[config.mk]
export PLATFORM = sky130hd
export DESIGN_NAME = xpar_uart_tx
export DESIGN_NICKNAME = d
export VERILOG_FILES = /design/src/rtl/xpar_uart_tx.sv
export SDC_FILE = /design/constraint.sdc
export NUM_CORES = 1
export LEC_CHECK = 0
export ABC_AREA = 1
export BUFFER_PORTS_ARGS = -buffer_cell sky130_fd_sc_hd__buf_2
export CORE_MARGIN = 2
export CORE_UTILIZATION = 40
export CTS_BUF_LIST = sky130_fd_sc_hd__clkbuf_16
export DETAILED_ROUTE_END_ITERATION = 7
export PLACE_DENSITY = 0.69
export SLEW_MARGIN = 0
export SYNTH_ARGS = -nofsm -noshare
export SYNTH_HDL_FRONTEND = slang
export SYNTH_SLANG_ARGS = --single-unit
[constraint.sdc]
create_clock -name clk -period 2.26 [get_ports clk]
set_clock_uncertainty 0.2 [all_clocks]
set_input_delay 0.113 -clock clk [delete_from_list [all_inputs] [get_ports clk]]
set_output_delay 0.113 -clock clk [all_outputs]
set_load 0.005 [all_outputs]
[src/rtl/xpar_uart_tx.sv]
// xpar_uart_tx: memory-mapped UART transmitter on the par_* responder bus.
// Registers (par_addr[1:0]): 0 TXDATA (W), 1 STATUS (R), 2 DIV (R/W), 3 LEVEL (R).
// Upper address bits are ignored, so the map aliases across the space.
// Optional build macro PAR_TX_PARITY_EN inserts an even-parity bit before
// the stop bit and reports itself in STATUS bit4.
//
// state  | meaning
// -------+--------------------------------------------------------------
// IDLE   | line high, waiting for a byte in the FIFO
// START  | start bit (txd=0) for DIV+1 clocks
// DATA   | 8 data bits LSB first, DIV+1 clocks each
// PARITY | even parity over the data byte (PAR_TX_PARITY_EN builds only)
// STOP   | stop bit (txd=1); last cycle chains into START if FIFO has data

module xpar_uart_tx #(
  parameter int          PAR_ADDR_W      = 12,
  parameter int          DATA_W          = 32,
  parameter int          FIFO_DEPTH_LOG2 = 3,
  parameter logic [15:0] DIV_RST         = 16'd433
) (
  input  logic                  clk,
  input  logic                  rst,
  input  logic [PAR_ADDR_W-1:0] par_addr,
  input  logic [DATA_W-1:0]     par_out,
  input  logic                  par_we,
  input  logic                  par_re,
  output logic [DATA_W-1:0]     par_in,
  output logic                  txd,
  output logic                  tx_idle
);

  localparam int DEPTH = 1 << FIFO_DEPTH_LOG2;
  localparam int PW    = FIFO_DEPTH_LOG2 + 1;

`ifdef PAR_TX_PARITY_EN
  localparam logic PARITY_FLAG = 1'b1;
`else
  localparam logic PARITY_FLAG = 1'b0;
`endif

  typedef enum logic [2:0] {
    ST_IDLE   = 3'd0,
    ST_START  = 3'd1,
    ST_DATA   = 3'd2,
`ifdef PAR_TX_PARITY_EN
    ST_PARITY = 3'd3,
`endif
    ST_STOP   = 3'd4
  } state_t;

  state_t      state_q, state_d;
  logic [7:0]  shift_q, shift_d;
  logic [2:0]  bit_cnt_q, bit_cnt_d;
  logic [15:0] baud_q, baud_d;
  logic [15:0] reload_q, reload_d;
  logic        par_bit_q, par_bit_d;
  logic [15:0] div_q;
  logic        ovf_q;

  logic [7:0]    mem [DEPTH];
  logic [PW-1:0] wptr_q, rptr_q;
  logic [PW-1:0] level;
  logic          empty, full;
  logic [7:0]    head;

  logic sel_tx, sel_stat, sel_div;
  logic push, pop, ovf_set, ovf_clr;
  logic bit_done, busy;

  // Only the low address bits and the low half of write data are meaningful.
  logic unused_bits;
  assign unused_bits = ^{par_addr[PAR_ADDR_W-1:2], par_out[DATA_W-1:16]};

  // FIFO bookkeeping: the extra pointer MSB separates full from empty.
  assign level = wptr_q - rptr_q;
  assign empty = (wptr_q == rptr_q);
  assign full  = (wptr_q[PW-1] != rptr_q[PW-1]) &&
                 (wptr_q[PW-2:0] == rptr_q[PW-2:0]);
  assign head  = mem[rptr_q[PW-2:0]];

  assign sel_tx   = (par_addr[1:0] == 2'd0);
  assign sel_stat = (par_addr[1:0] == 2'd1);
  assign sel_div  = (par_addr[1:0] == 2'd2);

  // A push into a full FIFO still fits if the shifter drains a byte this edge.
  assign push    = par_we && sel_tx && (!full || pop);
  assign ovf_set = par_we && sel_tx && full && !pop;
  assign ovf_clr = par_re && sel_stat;

  assign bit_done = (baud_q == 16'd0);
  assign busy     = (state_q != ST_IDLE);
  assign tx_idle  = empty && !busy;

  // Next-state and line-output logic for the serial shifter.
  always_comb begin
    state_d   = state_q;
    shift_d   = shift_q;
    bit_cnt_d = bit_cnt_q;
    baud_d    = baud_q;
    reload_d  = reload_q;
    par_bit_d = par_bit_q;
    pop       = 1'b0;
    txd       = 1'b1;

    case (state_q)
      ST_IDLE: begin
        txd = 1'b1;
        if (!empty) begin
          pop = 1'b1;
        end
      end

      ST_START: begin
        txd = 1'b0;
        if (bit_done) begin
          state_d   = ST_DATA;
          bit_cnt_d = 3'd0;
          baud_d    = reload_q;
        end else begin
          baud_d = baud_q - 16'd1;
        end
      end

      ST_DATA: begin
        txd = shift_q[0];
        if (bit_done) begin
          shift_d = {1'b0, shift_q[7:1]};
          baud_d  = reload_q;
          if (bit_cnt_q == 3'd7) begin
`ifdef PAR_TX_PARITY_EN
            state_d = ST_PARITY;
`else
            state_d = ST_STOP;
`endif
          end else begin
            bit_cnt_d = bit_cnt_q + 3'd1;
          end
        end else begin
          baud_d = baud_q - 16'd1;
        end
      end

`ifdef PAR_TX_PARITY_EN
      ST_PARITY: begin
        txd = par_bit_q;
        if (bit_done) begin
          state_d = ST_STOP;
          baud_d  = reload_q;
        end else begin
          baud_d = baud_q - 16'd1;
        end
      end
`endif

      ST_STOP: begin
        txd = 1'b1;
        if (bit_done) begin
          if (!empty) begin
            pop = 1'b1;
          end else begin
            state_d = ST_IDLE;
          end
        end else begin
          baud_d = baud_q - 16'd1;
        end
      end

      default: begin
        state_d = ST_IDLE;
      end
    endcase

    // Starting a frame: take the FIFO head and freeze the divisor for the frame.
    if (pop) begin
      state_d   = ST_START;
      shift_d   = head;
      par_bit_d = ^head;
      reload_d  = div_q;
      baud_d    = div_q;
      bit_cnt_d = 3'd0;
    end
  end

  // State, pointers and control registers; reset abandons any frame in flight.
  always_ff @(posedge clk) begin
    if (!rst) begin
      state_q   <= ST_IDLE;
      shift_q   <= 8'd0;
      bit_cnt_q <= 3'd0;
      baud_q    <= 16'd0;
      reload_q  <= 16'd0;
      par_bit_q <= 1'b0;
      div_q     <= DIV_RST;
      ovf_q     <= 1'b0;
      wptr_q    <= '0;
      rptr_q    <= '0;
    end else begin
      state_q   <= state_d;
      shift_q   <= shift_d;
      bit_cnt_q <= bit_cnt_d;
      baud_q    <= baud_d;
      reload_q  <= reload_d;
      par_bit_q <= par_bit_d;
      if (push) begin
        wptr_q <= wptr_q + 1'b1;
      end
      if (pop) begin
        rptr_q <= rptr_q + 1'b1;
      end
      if (ovf_set) begin
        ovf_q <= 1'b1;
      end else if (ovf_clr) begin
        ovf_q <= 1'b0;
      end
      if (par_we && sel_div) begin
        div_q <= par_out[15:0];
      end
    end
  end

  // FIFO storage; contents survive reset, only the pointers are cleared.
  always_ff @(posedge clk) begin
    if (rst && push) begin
      mem[wptr_q[PW-2:0]] <= par_out[7:0];
    end
  end

  // Zero-latency read mux; driven the same way whether or not par_re is high.
  always_comb begin
    par_in = '0;
    case (par_addr[1:0])
      2'd1:    par_in[4:0]    = {PARITY_FLAG, ovf_q, empty, full, busy};
      2'd2:    par_in[15:0]   = div_q;
      2'd3:    par_in[PW-1:0] = level;
      default: par_in         = '0;
    endcase
  end

endmodule

==> results of run 1 <==
==> path summary, 6_finish.rpt <==
check                      startpoint                        to  slack, ps
max            wptr_q[1]$_SDFFE_PN0P_                 par_in[2]        100
min                       par_addr[1]        ovf_q$_SDFFE_PN0P_         40
max reg2reg    wptr_q[0]$_SDFFE_PN0P_       mem[5][1]$_DFFE_PP_        130
min reg2reg  reload_q[4]$_SDFFE_PN0P_  reload_q[4]$_SDFFE_PN0P_        260
==> cells by family (layout without fill, tap and decap cells) <==
| kind of cell | Yosys count | after routing | synth area share, % |
|---|---|---|---|
| flops | 138 | 138 | 51.3 |
| other cells | 1 | 16 | 0.0566 |
| fa+ha+maj | 9 | 9 | 1.81 |
| xor+xnor | 13 | 13 | 1.72 |
| simple gates | 397 | 397 | 25.4 |
| compound gates | 131 | 131 | 11.2 |
| buf+inv | 125 | 211 | 8.51 |
==> what timing repair did <==
action,CTS,global route
setup buffers,2,0
pin swaps,3,10
endpoints found under the hold margin,87,0
resized for setup,6,19
setup endpoints to repair,67,95
hold buffers,22,0
==> routing by layer <==
metal / share of wire [%] / track usage, %
met2: 44 / 29.9
met3: 6.4 / 5.48
met4: 1.7 / 6.33
met5: 0 / 0
met1: 48 / 27.1
==> Yosys cell counts (3+ instances only) <==
library cell	number
sky130_fd_sc_hd__nand2_1	170
sky130_fd_sc_hd__nor2_1	141
sky130_fd_sc_hd__dfxtp_1	74
sky130_fd_sc_hd__inv_1	69
sky130_fd_sc_hd__edfxtp_1	64
sky130_fd_sc_hd__o21ai_0	49
sky130_fd_sc_hd__nand3_1	46
sky130_fd_sc_hd__a21oi_1	38
sky130_fd_sc_hd__o22ai_1	23
sky130_fd_sc_hd__clkbuf_1	20
sky130_fd_sc_hd__buf_4	17
sky130_fd_sc_hd__nand4_1	11
sky130_fd_sc_hd__xor2_1	9
sky130_fd_sc_hd__ha_1	8
sky130_fd_sc_hd__nand2_2	8
sky130_fd_sc_hd__buf_2	7
sky130_fd_sc_hd__inv_2	6
sky130_fd_sc_hd__nand3b_1	6
sky130_fd_sc_hd__o21ai_1	6
sky130_fd_sc_hd__nor2_2	5
sky130_fd_sc_hd__nor2_4	4
sky130_fd_sc_hd__o211ai_1	4
sky130_fd_sc_hd__o221ai_1	4
sky130_fd_sc_hd__xnor2_1	4
sky130_fd_sc_hd__buf_6	3
==> power breakdown <==
group / leakage [uW] / internal, uW / switching [uW]
clock network: 0.000266 / 1510 / 1100
logic: 0.00197 / 1780 / 2700
registers: 0.00118 / 2930 / 218
==> per-stage QoR <==
step	power [uW]	worst slack (ps)	hold slack (ps)	util (%)
3_5_place_dp	7440	-23.0	142	44.8
3_3_place_gp	7400	8.32	134	44.8
4_1_cts	10100	9.72	32.3	49.8
2_1_floorplan	6120	28.5	11.9	-
6_report	10200	95.9	44.7	50.3
5_1_grt	11000	-23.7	106	50.3
==> critical path, cell delays in order (launching register included) <==
cell,delay (ps)
sky130_fd_sc_hd__dfxtp_4,370
sky130_fd_sc_hd__buf_6,110
sky130_fd_sc_hd__inv_2,50
sky130_fd_sc_hd__fa_2,380
sky130_fd_sc_hd__xor2_1,190
sky130_fd_sc_hd__o221ai_1,150
sky130_fd_sc_hd__buf_2,160
==> state kept, by name (all words and copies together), names as in the netlist, named ones only <==
| name | flops |
|---|---|
| reload_q | 16 |
| mem | 64 |
| wptr_q | 4 |
| div_q | 16 |
| shift_q | 8 |
| bit_cnt_q | 3 |
| ovf_q | 1 |
| rptr_q | 4 |
| baud_q | 16 |
| state_q | 3 |
==> layout make-up <==
type | count | share of cell area, %
inverter | 77 | 3.50
tap | 220 | 3.34
clock inverter | 15 | 1.53
clock buffer | 17 | 5.16
sequential | 138 | 41.3
multi-input combinational | 566 | 35.2
timing repair buffer | 102 | 9.92
==> flow_summary.html, run 1 <==
<table>
<tr><th>Metric</th><th>Value</th></tr>
<tr><th colspan="2">Layout</th></tr>
<tr><td>Layout Nets</td><td>959</td></tr>
<tr><td>Layout fillers</td><td>1,514</td></tr>
<tr><td>Layout cell share with drive strength beyond 1</td><td>18.5%</td></tr>
<tr><td>Multi-input gate area</td><td>0.00290 mm^2</td></tr>
<tr><td>Area used by sequential logic in the layout</td><td>0.00341 mm^2</td></tr>
<tr><td>Area overhead of the layout relative to synthesis</td><td>24.4%</td></tr>
<tr><td>Final standard cell area without fillers</td><td>0.00825 mm^2</td></tr>
<tr><td>Most frequent standard cell in the layout excluding fill and tap cells</td><td>sky130_fd_sc_hd__nand2_1</td></tr>
<tr><td>Highest-count cells in the layout ignoring fill and taps</td><td>sky130_fd_sc_hd__nand2_1, sky130_fd_sc_hd__nor2_1, sky130_fd_sc_hd__dfxtp_1</td></tr>
<tr><td>Non-filler cells in the finished layout</td><td>1,135</td></tr>
<tr><td>Diode insertion count for antenna repair</td><td>0</td></tr>
<tr><th colspan="2">Drt</th></tr>
<tr><td>Total wirelength of the detailed-routed design</td><td>16.6 mm</td></tr>
<tr><td>Iteration-0 DRC Markers</td><td>357</td></tr>
<tr><td>Number of detailed-routing iterations run before antenna repair</td><td>5</td></tr>
<tr><td>Detailed-route via count</td><td>5,653</td></tr>
<tr><td>Remaining antenna violation count after routing</td><td>0</td></tr>
<tr><td>WL per Instance</td><td>14.6 um</td></tr>
<tr><td>DRC Markers</td><td>0</td></tr>
<tr><td>Average via count per standard cell</td><td>4.98</td></tr>
<tr><th colspan="2">Critical path</th></tr>
<tr><td>Classification of the worst setup path</td><td>flop to output port</td></tr>
<tr><td>Kind of capture point of the worst setup path</td><td>output port</td></tr>
<tr><td>Critical path data required time</td><td>1950 ps</td></tr>
<tr><td>Length in cells of the worst reg-to-reg path</td><td>9</td></tr>
<tr><td>Worst endpoint data arrival time</td><td>1850 ps</td></tr>
<tr><td>Kind of start point of the critical path</td><td>flop</td></tr>
<tr><td>Largest driver fanout on the critical path</td><td>6</td></tr>
<tr><th colspan="2">Die</th></tr>
<tr><td>Die height</td><td>133 um</td></tr>
<tr><td>Die X-Extent</td><td>133 um</td></tr>
<tr><td># IOs</td><td>82</td></tr>
<tr><td>Area of the die</td><td>0.0176 mm^2</td></tr>
<tr><td>Core Footprint</td><td>0.0164 mm^2</td></tr>
<tr><td>Site row count</td><td>47</td></tr>
<tr><td>Effective utilization at floorplan</td><td>40.4%</td></tr>
<tr><th colspan="2">Global route</th></tr>
<tr><td>Overflow left after global routing</td><td>0</td></tr>
<tr><td>Number of antenna violations at the first check in global routing</td><td>0</td></tr>
<tr><td>Vias in the first global route</td><td>5,240</td></tr>
<tr><td>Total routing usage reported by global routing</td><td>19.6%</td></tr>
<tr><td>Global-route wire length before repair</td><td>26.9 mm</td></tr>
<tr><td>Largest net degree at the start of global routing</td><td>36</td></tr>
<tr><th colspan="2">Clock network</th></tr>
<tr><td>Htree depth</td><td>4</td></tr>
<tr><td>Number of sinks on the clock net</td><td>138</td></tr>
<tr><td>CTS tree</td><td>yes</td></tr>
<tr><td>Max Buffers Root-to-Sink</td><td>2</td></tr>
<tr><td>CTS Root Buffer Type</td><td>sky130_fd_sc_hd__clkbuf_16</td></tr>
<tr><td>Number of CTS-inserted buffers</td><td>17</td></tr>
<tr><td>Clock-pin slew on the worst setup and hold paths</td><td>60 ps</td></tr>
<tr><td>Insertion delay of the later-clocked pin in the worst-skew pair</td><td>440 ps</td></tr>
<tr><th colspan="2">Logic synthesis</th></tr>
<tr><td>Cell variety after synth</td><td>38</td></tr>
<tr><td>Post-synth EDFFs</td><td>64</td></tr>
<tr><td>Yosys top cell area share</td><td>29.0%</td></tr>
<tr><td>Cell area after synthesis</td><td>0.00663 mm^2</td></tr>
<tr><td>Flop and latch count out of synthesis</td><td>138</td></tr>
<tr><td>YS warnings</td><td>0</td></tr>
<tr><td>Gate Count Post-Synth</td><td>814</td></tr>
<tr><td>Fraction of the yosys area taken by sequential cells</td><td>51.3%</td></tr>
<tr><td>Leading cell types by total area after synthesis</td><td>sky130_fd_sc_hd__edfxtp_1, sky130_fd_sc_hd__dfxtp_1, sky130_fd_sc_hd__nand2_1</td></tr>
<tr><td>Synthesized area per cell</td><td>8.15 um^2</td></tr>
<tr><td>Share of flip-flops with an asynchronous set or reset</td><td>0%</td></tr>
<tr><td>Most used flip-flop cell after synthesis</td><td>sky130_fd_sc_hd__dfxtp_1</td></tr>
<tr><td>Library cell with the largest summed area after synthesis</td><td>sky130_fd_sc_hd__edfxtp_1</td></tr>
<tr><th colspan="2">Timing</th></tr>
<tr><td>Worst slew margin relative to its limit</td><td>58.2%</td></tr>
<tr><td>Number of setup violations in the final report</td><td>0</td></tr>
<tr><td>Total count of max-transition violations in the final report</td><td>0</td></tr>
<tr><td>Final hold vios</td><td>0</td></tr>
<tr><td>Least-Margin Pin Slew</td><td>626 ps</td></tr>
<tr><td>Final clock period utilization by the worst path</td><td>95.8%</td></tr>
<tr><td>Peak Freq</td><td>0.462 GHz</td></tr>
<tr><td>RSZ-0062 raised after global routing</td><td>yes</td></tr>
<tr><td>Final period demand of the worst path</td><td>2160 ps</td></tr>
<tr><td>Final setup TNS</td><td>0 ps</td></tr>
<tr><th colspan="2">Placed design</th></tr>
<tr><td># port buffers</td><td>39</td></tr>
<tr><td>Post-DP HPWL</td><td>11.4 mm</td></tr>
<tr><td>Placed instance count</td><td>1,079</td></tr>
<tr><td>Total placed instance area</td><td>0.00735 mm^2</td></tr>
<tr><td>Final estimated routing congestion in global placement</td><td>0.897</td></tr>
<tr><th colspan="2">Run status</th></tr>
<tr><td>Run status</td><td>finished clean</td></tr>
<tr><th colspan="2">Power and ir drop</th></tr>
<tr><td>Power per cell area</td><td>1240 mW/mm^2</td></tr>
<tr><td>Peak supply drop</td><td>0.000710 V</td></tr>
<tr><td>Leakage power figure</td><td>0.00342 uW</td></tr>
<tr><th colspan="2">Hold path</th></tr>
<tr><td>Cell count of the worst hold path</td><td>6</td></tr>
<tr><td>Worst Hold Class</td><td>input pin to flop</td></tr>
<tr><th colspan="2">Flow run</th></tr>
<tr><td>MaxCap Viol Count</td><td>0</td></tr>
</table>
Note: power is estimated with default switching activity, not from simulation.
==> inputs of run 2 (changes only) <==
Settings changed: ABC_AREA 1 to not set.
==> flow_summary.html, run 2 <==
<table>
<tr><th>Metric</th><th>Value</th></tr>
<tr><th colspan="2">Run status</th></tr>
<tr><td>Failing checks</td><td>negative setup slack</td></tr>
<tr><td>Run status</td><td>finished with violations</td></tr>
<tr><th colspan="2">Timing</th></tr>
<tr><td>Peak Freq</td><td>0.421 GHz</td></tr>
<tr><td>Final period demand of the worst path</td><td>2380 ps</td></tr>
<tr><td>Total count of max-transition violations in the final report</td><td>0</td></tr>
<tr><td>Minimum setup slack in the final design</td><td>-117 ps</td></tr>
<tr><td>Final setup TNS</td><td>-5470 ps</td></tr>
<tr><td>Least-Margin Pin Slew</td><td>866 ps</td></tr>
<tr><td>Final hold vios</td><td>0</td></tr>
<tr><td>Number of setup violations in the final report</td><td>79</td></tr>
<tr><td>Worst slew margin relative to its limit</td><td>42.1%</td></tr>
<tr><td>Post-route worst hold slack</td><td>84.7 ps</td></tr>
<tr><td>Final clock period utilization by the worst path</td><td>105%</td></tr>
<tr><td>RSZ-0062 raised after global routing</td><td>yes</td></tr>
<tr><th colspan="2">Critical path</th></tr>
<tr><td>Critical path data required time</td><td>2200 ps</td></tr>
<tr><td>End point of the critical path</td><td>mem[6][6]$_DFFE_PP_</td></tr>
<tr><td>Worst endpoint data arrival time</td><td>2310 ps</td></tr>
<tr><td>FF-to-FF setup slack</td><td>-120 ps</td></tr>
<tr><td>Endpoint of the most critical register-to-register path</td><td>mem[6][6]$_DFFE_PP_</td></tr>
<tr><td>Kind of capture point of the worst setup path</td><td>flop</td></tr>
<tr><td>Launch point of the critical path</td><td>baud_q[1]$_SDFFE_PN0P_</td></tr>
<tr><td>Kind of start point of the critical path</td><td>flop</td></tr>
<tr><td>Classification of the worst setup path</td><td>flop to flop</td></tr>
<tr><td>Length in cells of the worst reg-to-reg path</td><td>9</td></tr>
<tr><td>Largest driver fanout on the critical path</td><td>8</td></tr>
<tr><td>RR Startpoint</td><td>baud_q[1]$_SDFFE_PN0P_</td></tr>
<tr><th colspan="2">Hold path</th></tr>
<tr><td>Worst Hold Class</td><td>input pin to flop</td></tr>
<tr><th colspan="2">Logic synthesis</th></tr>
<tr><td>List of most frequent post-synthesis cells</td><td>sky130_fd_sc_hd__nand2_1, sky130_fd_sc_hd__dfxtp_1, sky130_fd_sc_hd__edfxtp_1</td></tr>
<tr><td>Leading cell types by total area after synthesis</td><td>sky130_fd_sc_hd__edfxtp_1, sky130_fd_sc_hd__dfxtp_1, sky130_fd_sc_hd__mux4_2</td></tr>
<tr><td>Synthesized area per cell</td><td>10.9 um^2</td></tr>
<tr><td>Fraction of the yosys area taken by sequential cells</td><td>53.6%</td></tr>
<tr><td>Share of flip-flops with an asynchronous set or reset</td><td>0%</td></tr>
<tr><td>Cell area after synthesis</td><td>0.00635 mm^2</td></tr>
<tr><td>Post-synth EDFFs</td><td>64</td></tr>
<tr><td>Cell variety after synth</td><td>64</td></tr>
<tr><td>YS warnings</td><td>0</td></tr>
<tr><td>Most frequently used cell type in the post-synthesis netlist</td><td>sky130_fd_sc_hd__nand2_1</td></tr>
<tr><td>Library cell with the largest summed area after synthesis</td><td>sky130_fd_sc_hd__edfxtp_1</td></tr>
<tr><td>Gate Count Post-Synth</td><td>583</td></tr>
<tr><td>Yosys top cell area share</td><td>30.3%</td></tr>
<tr><td>Most used flip-flop cell after synthesis</td><td>sky130_fd_sc_hd__dfxtp_1</td></tr>
<tr><td>Flop and latch count out of synthesis</td><td>138</td></tr>
<tr><th colspan="2">Drt</th></tr>
<tr><td>Number of detailed-routing iterations run before antenna repair</td><td>5</td></tr>
<tr><td>Iteration-0 DRC Markers</td><td>487</td></tr>
<tr><td>WL per Instance</td><td>19.3 um</td></tr>
<tr><td>Total wirelength of the detailed-routed design</td><td>18.1 mm</td></tr>
<tr><td>Detailed-route via count</td><td>5,253</td></tr>
<tr><td>Remaining antenna violation count after routing</td><td>0</td></tr>
<tr><td>DRC Markers</td><td>0</td></tr>
<tr><td>Average via count per standard cell</td><td>5.59</td></tr>
<tr><th colspan="2">Placed design</th></tr>
<tr><td>Total placed instance area</td><td>0.00736 mm^2</td></tr>
<tr><td>Post-DP HPWL</td><td>11.0 mm</td></tr>
<tr><td># port buffers</td><td>39</td></tr>
<tr><td>Final estimated routing congestion in global placement</td><td>0.874</td></tr>
<tr><th colspan="2">Clock network</th></tr>
<tr><td>Insertion delay of the later-clocked pin in the worst-skew pair</td><td>420 ps</td></tr>
<tr><td>Number of CTS-inserted buffers</td><td>17</td></tr>
<tr><td>Htree depth</td><td>4</td></tr>
<tr><td>CTS Root Buffer Type</td><td>sky130_fd_sc_hd__clkbuf_16</td></tr>
<tr><td>Number of sinks on the clock net</td><td>138</td></tr>
<tr><td>Clock-pin slew on the worst setup and hold paths</td><td>60 ps</td></tr>
<tr><td>CTS tree</td><td>yes</td></tr>
<tr><td>Max Buffers Root-to-Sink</td><td>2</td></tr>
<tr><th colspan="2">Global route</th></tr>
<tr><td>Largest net degree at the start of global routing</td><td>30</td></tr>
<tr><td>Layer with the highest usage after global routing</td><td>met2</td></tr>
<tr><td>Vias in the first global route</td><td>5,012</td></tr>
<tr><td>Global-route wire length before repair</td><td>26.9 mm</td></tr>
<tr><td>Met1 capacity usage during global routing</td><td>26.9%</td></tr>
<tr><td>Total routing usage reported by global routing</td><td>20.9%</td></tr>
<tr><td>Met3 demand-to-capacity share in global routing</td><td>4.02%</td></tr>
<tr><td>Overflow left after global routing</td><td>0</td></tr>
<tr><td>Met2 usage</td><td>35.1%</td></tr>
<tr><td>Number of antenna violations at the first check in global routing</td><td>0</td></tr>
<tr><th colspan="2">Layout</th></tr>
<tr><td>Area used by sequential logic in the layout</td><td>0.00342 mm^2</td></tr>
<tr><td>Highest-count cells in the layout ignoring fill and taps</td><td>sky130_fd_sc_hd__nand2_1, sky130_fd_sc_hd__dfxtp_1, sky130_fd_sc_hd__buf_4</td></tr>
<tr><td>Diode insertion count for antenna repair</td><td>0</td></tr>
<tr><td>Flip-flop count of the largest register after layout</td><td>64</td></tr>
<tr><td>Layout fillers</td><td>1,226</td></tr>
<tr><td>Multi-input gate area</td><td>0.00312 mm^2</td></tr>
<tr><td>Final standard cell area without fillers</td><td>0.00866 mm^2</td></tr>
<tr><td>Layout cell share with drive strength beyond 1</td><td>35.9%</td></tr>
<tr><td>Most frequent standard cell in the layout excluding fill and tap cells</td><td>sky130_fd_sc_hd__nand2_1</td></tr>
<tr><td>Layout Nets</td><td>768</td></tr>
<tr><td>Area overhead of the layout relative to synthesis</td><td>36.4%</td></tr>
<tr><th colspan="2">Power and ir drop</th></tr>
<tr><td>Leakage power figure</td><td>0.00328 uW</td></tr>
<tr><td>Power per cell area</td><td>1220 mW/mm^2</td></tr>
<tr><td>Peak supply drop</td><td>0.000609 V</td></tr>
<tr><th colspan="2">Die</th></tr>
<tr><td>Die X-Extent</td><td>130 um</td></tr>
<tr><td>Die height</td><td>130 um</td></tr>
<tr><td>Core Footprint</td><td>0.0157 mm^2</td></tr>
<tr><td>Area of the die</td><td>0.0169 mm^2</td></tr>
<tr><td>Site row count</td><td>46</td></tr>
<tr><td>Effective utilization at floorplan</td><td>40.4%</td></tr>
<tr><td># IOs</td><td>82</td></tr>
<tr><th colspan="2">Flow run</th></tr>
<tr><td>MaxCap Viol Count</td><td>0</td></tr>
</table>
==> run 2: cell type report <==
type                       instances  share of cell area, %
sequential                       138                   39.5
multi-input combinational        396                   36.0
timing repair buffer             144                   14.2
clock buffer                      17                   4.91
tap                              216                   3.12
clock inverter                    15                   1.60
inverter                          14                  0.636
==> run 2: report_power, final <==
part / leakage, uW / internal [uW] / total [uW] / switching [uW]
Combinational: 0.00182 / 2290 / 4750 / 2460
Sequential: 0.00118 / 2900 / 3160 / 261
Clock: 0.000276 / 1530 / 2650 / 1110
Total: 0.00328 / 6720 / 10600 / 3840
==> run 2: cell families after synthesis <==
kind of cell               Yosys count  share of synthesized area, %
adders and majority gates            9                          1.89
DFF                                138                          53.6
xor gates and xnor gates            14                          1.93
buffers and inverters               64                          5.08
muxes                               37                          9.20
and+or+nand+nor                    189                          15.0
other                                1                        0.0591
AOI/OAI and AO/OA                  131                          13.2
==> run 2: layer usage <==
metal  up-vias  part of all wire [%]  routed length, um
met5         -                     0                  0
met4         0                   3.5                626
met3        65                   6.6               1190
met2       248                    49               8950
met1      2566                    41               7370
li1       2374                     -                  -
==> run 2: worst min path at each step <==
| stage | end | depth (start not counted) | slack [ps] | startpoint |
|---|---|---|---|---|
| 4_1_cts | ovf_q$_SDFFE_PN0P_ | 5 | 120 | par_addr[0] |
| 2_1_floorplan | mem[0][0]$_DFFE_PP_ | 0 | 10 | par_out[0] |
| 5_1_grt | div_q[6]$_SDFFE_PN0P_ | 4 | 110 | par_we |
| 3_3_place_gp | div_q[8]$_SDFFE_PN1P_ | 3 | 130 | par_out[8] |
| 6_report | div_q[10]$_SDFFE_PN0P_ | 4 | 80 | par_we |
| 3_5_place_dp | div_q[8]$_SDFFE_PN1P_ | 3 | 140 | par_out[8] |
==> run 2: metrics by stage <==
stage,utilization [%],cells,power [uW],setup slack (ps)
after floorplan,-,598,5540,-111
after global placement,46.8,871,6690,-12.1
after detailed placement,46.8,871,6800,-79.6
after CTS,52.9,929,9710,-23.0
after global routing,55.1,940,11000,-180
final,55.1,940,10600,-117
==> run 2: worst max-delay path, cell delays in order (launching register included) <==
cell and delay [ps]:
sky130_fd_sc_hd__dfxtp_1 340, sky130_fd_sc_hd__inv_2 80, sky130_fd_sc_hd__ha_4 140, sky130_fd_sc_hd__nor3b_4 200, sky130_fd_sc_hd__nand4_1 200, sky130_fd_sc_hd__a21oi_2 310
sky130_fd_sc_hd__o21ai_4 100, sky130_fd_sc_hd__buf_12 160, sky130_fd_sc_hd__nor3_4 210, sky130_fd_sc_hd__buf_12 150
==> run 2: timing repair <==
action                                 in CTS  in global routing
pin swaps                                  16                 25
gates resized for setup                    33                 53
hold buffers                               20                  0
gates cloned                                0                  3
endpoints found under the hold margin      81                  0
buffers inserted                            6                  8
setup endpoints to repair                  86                 96
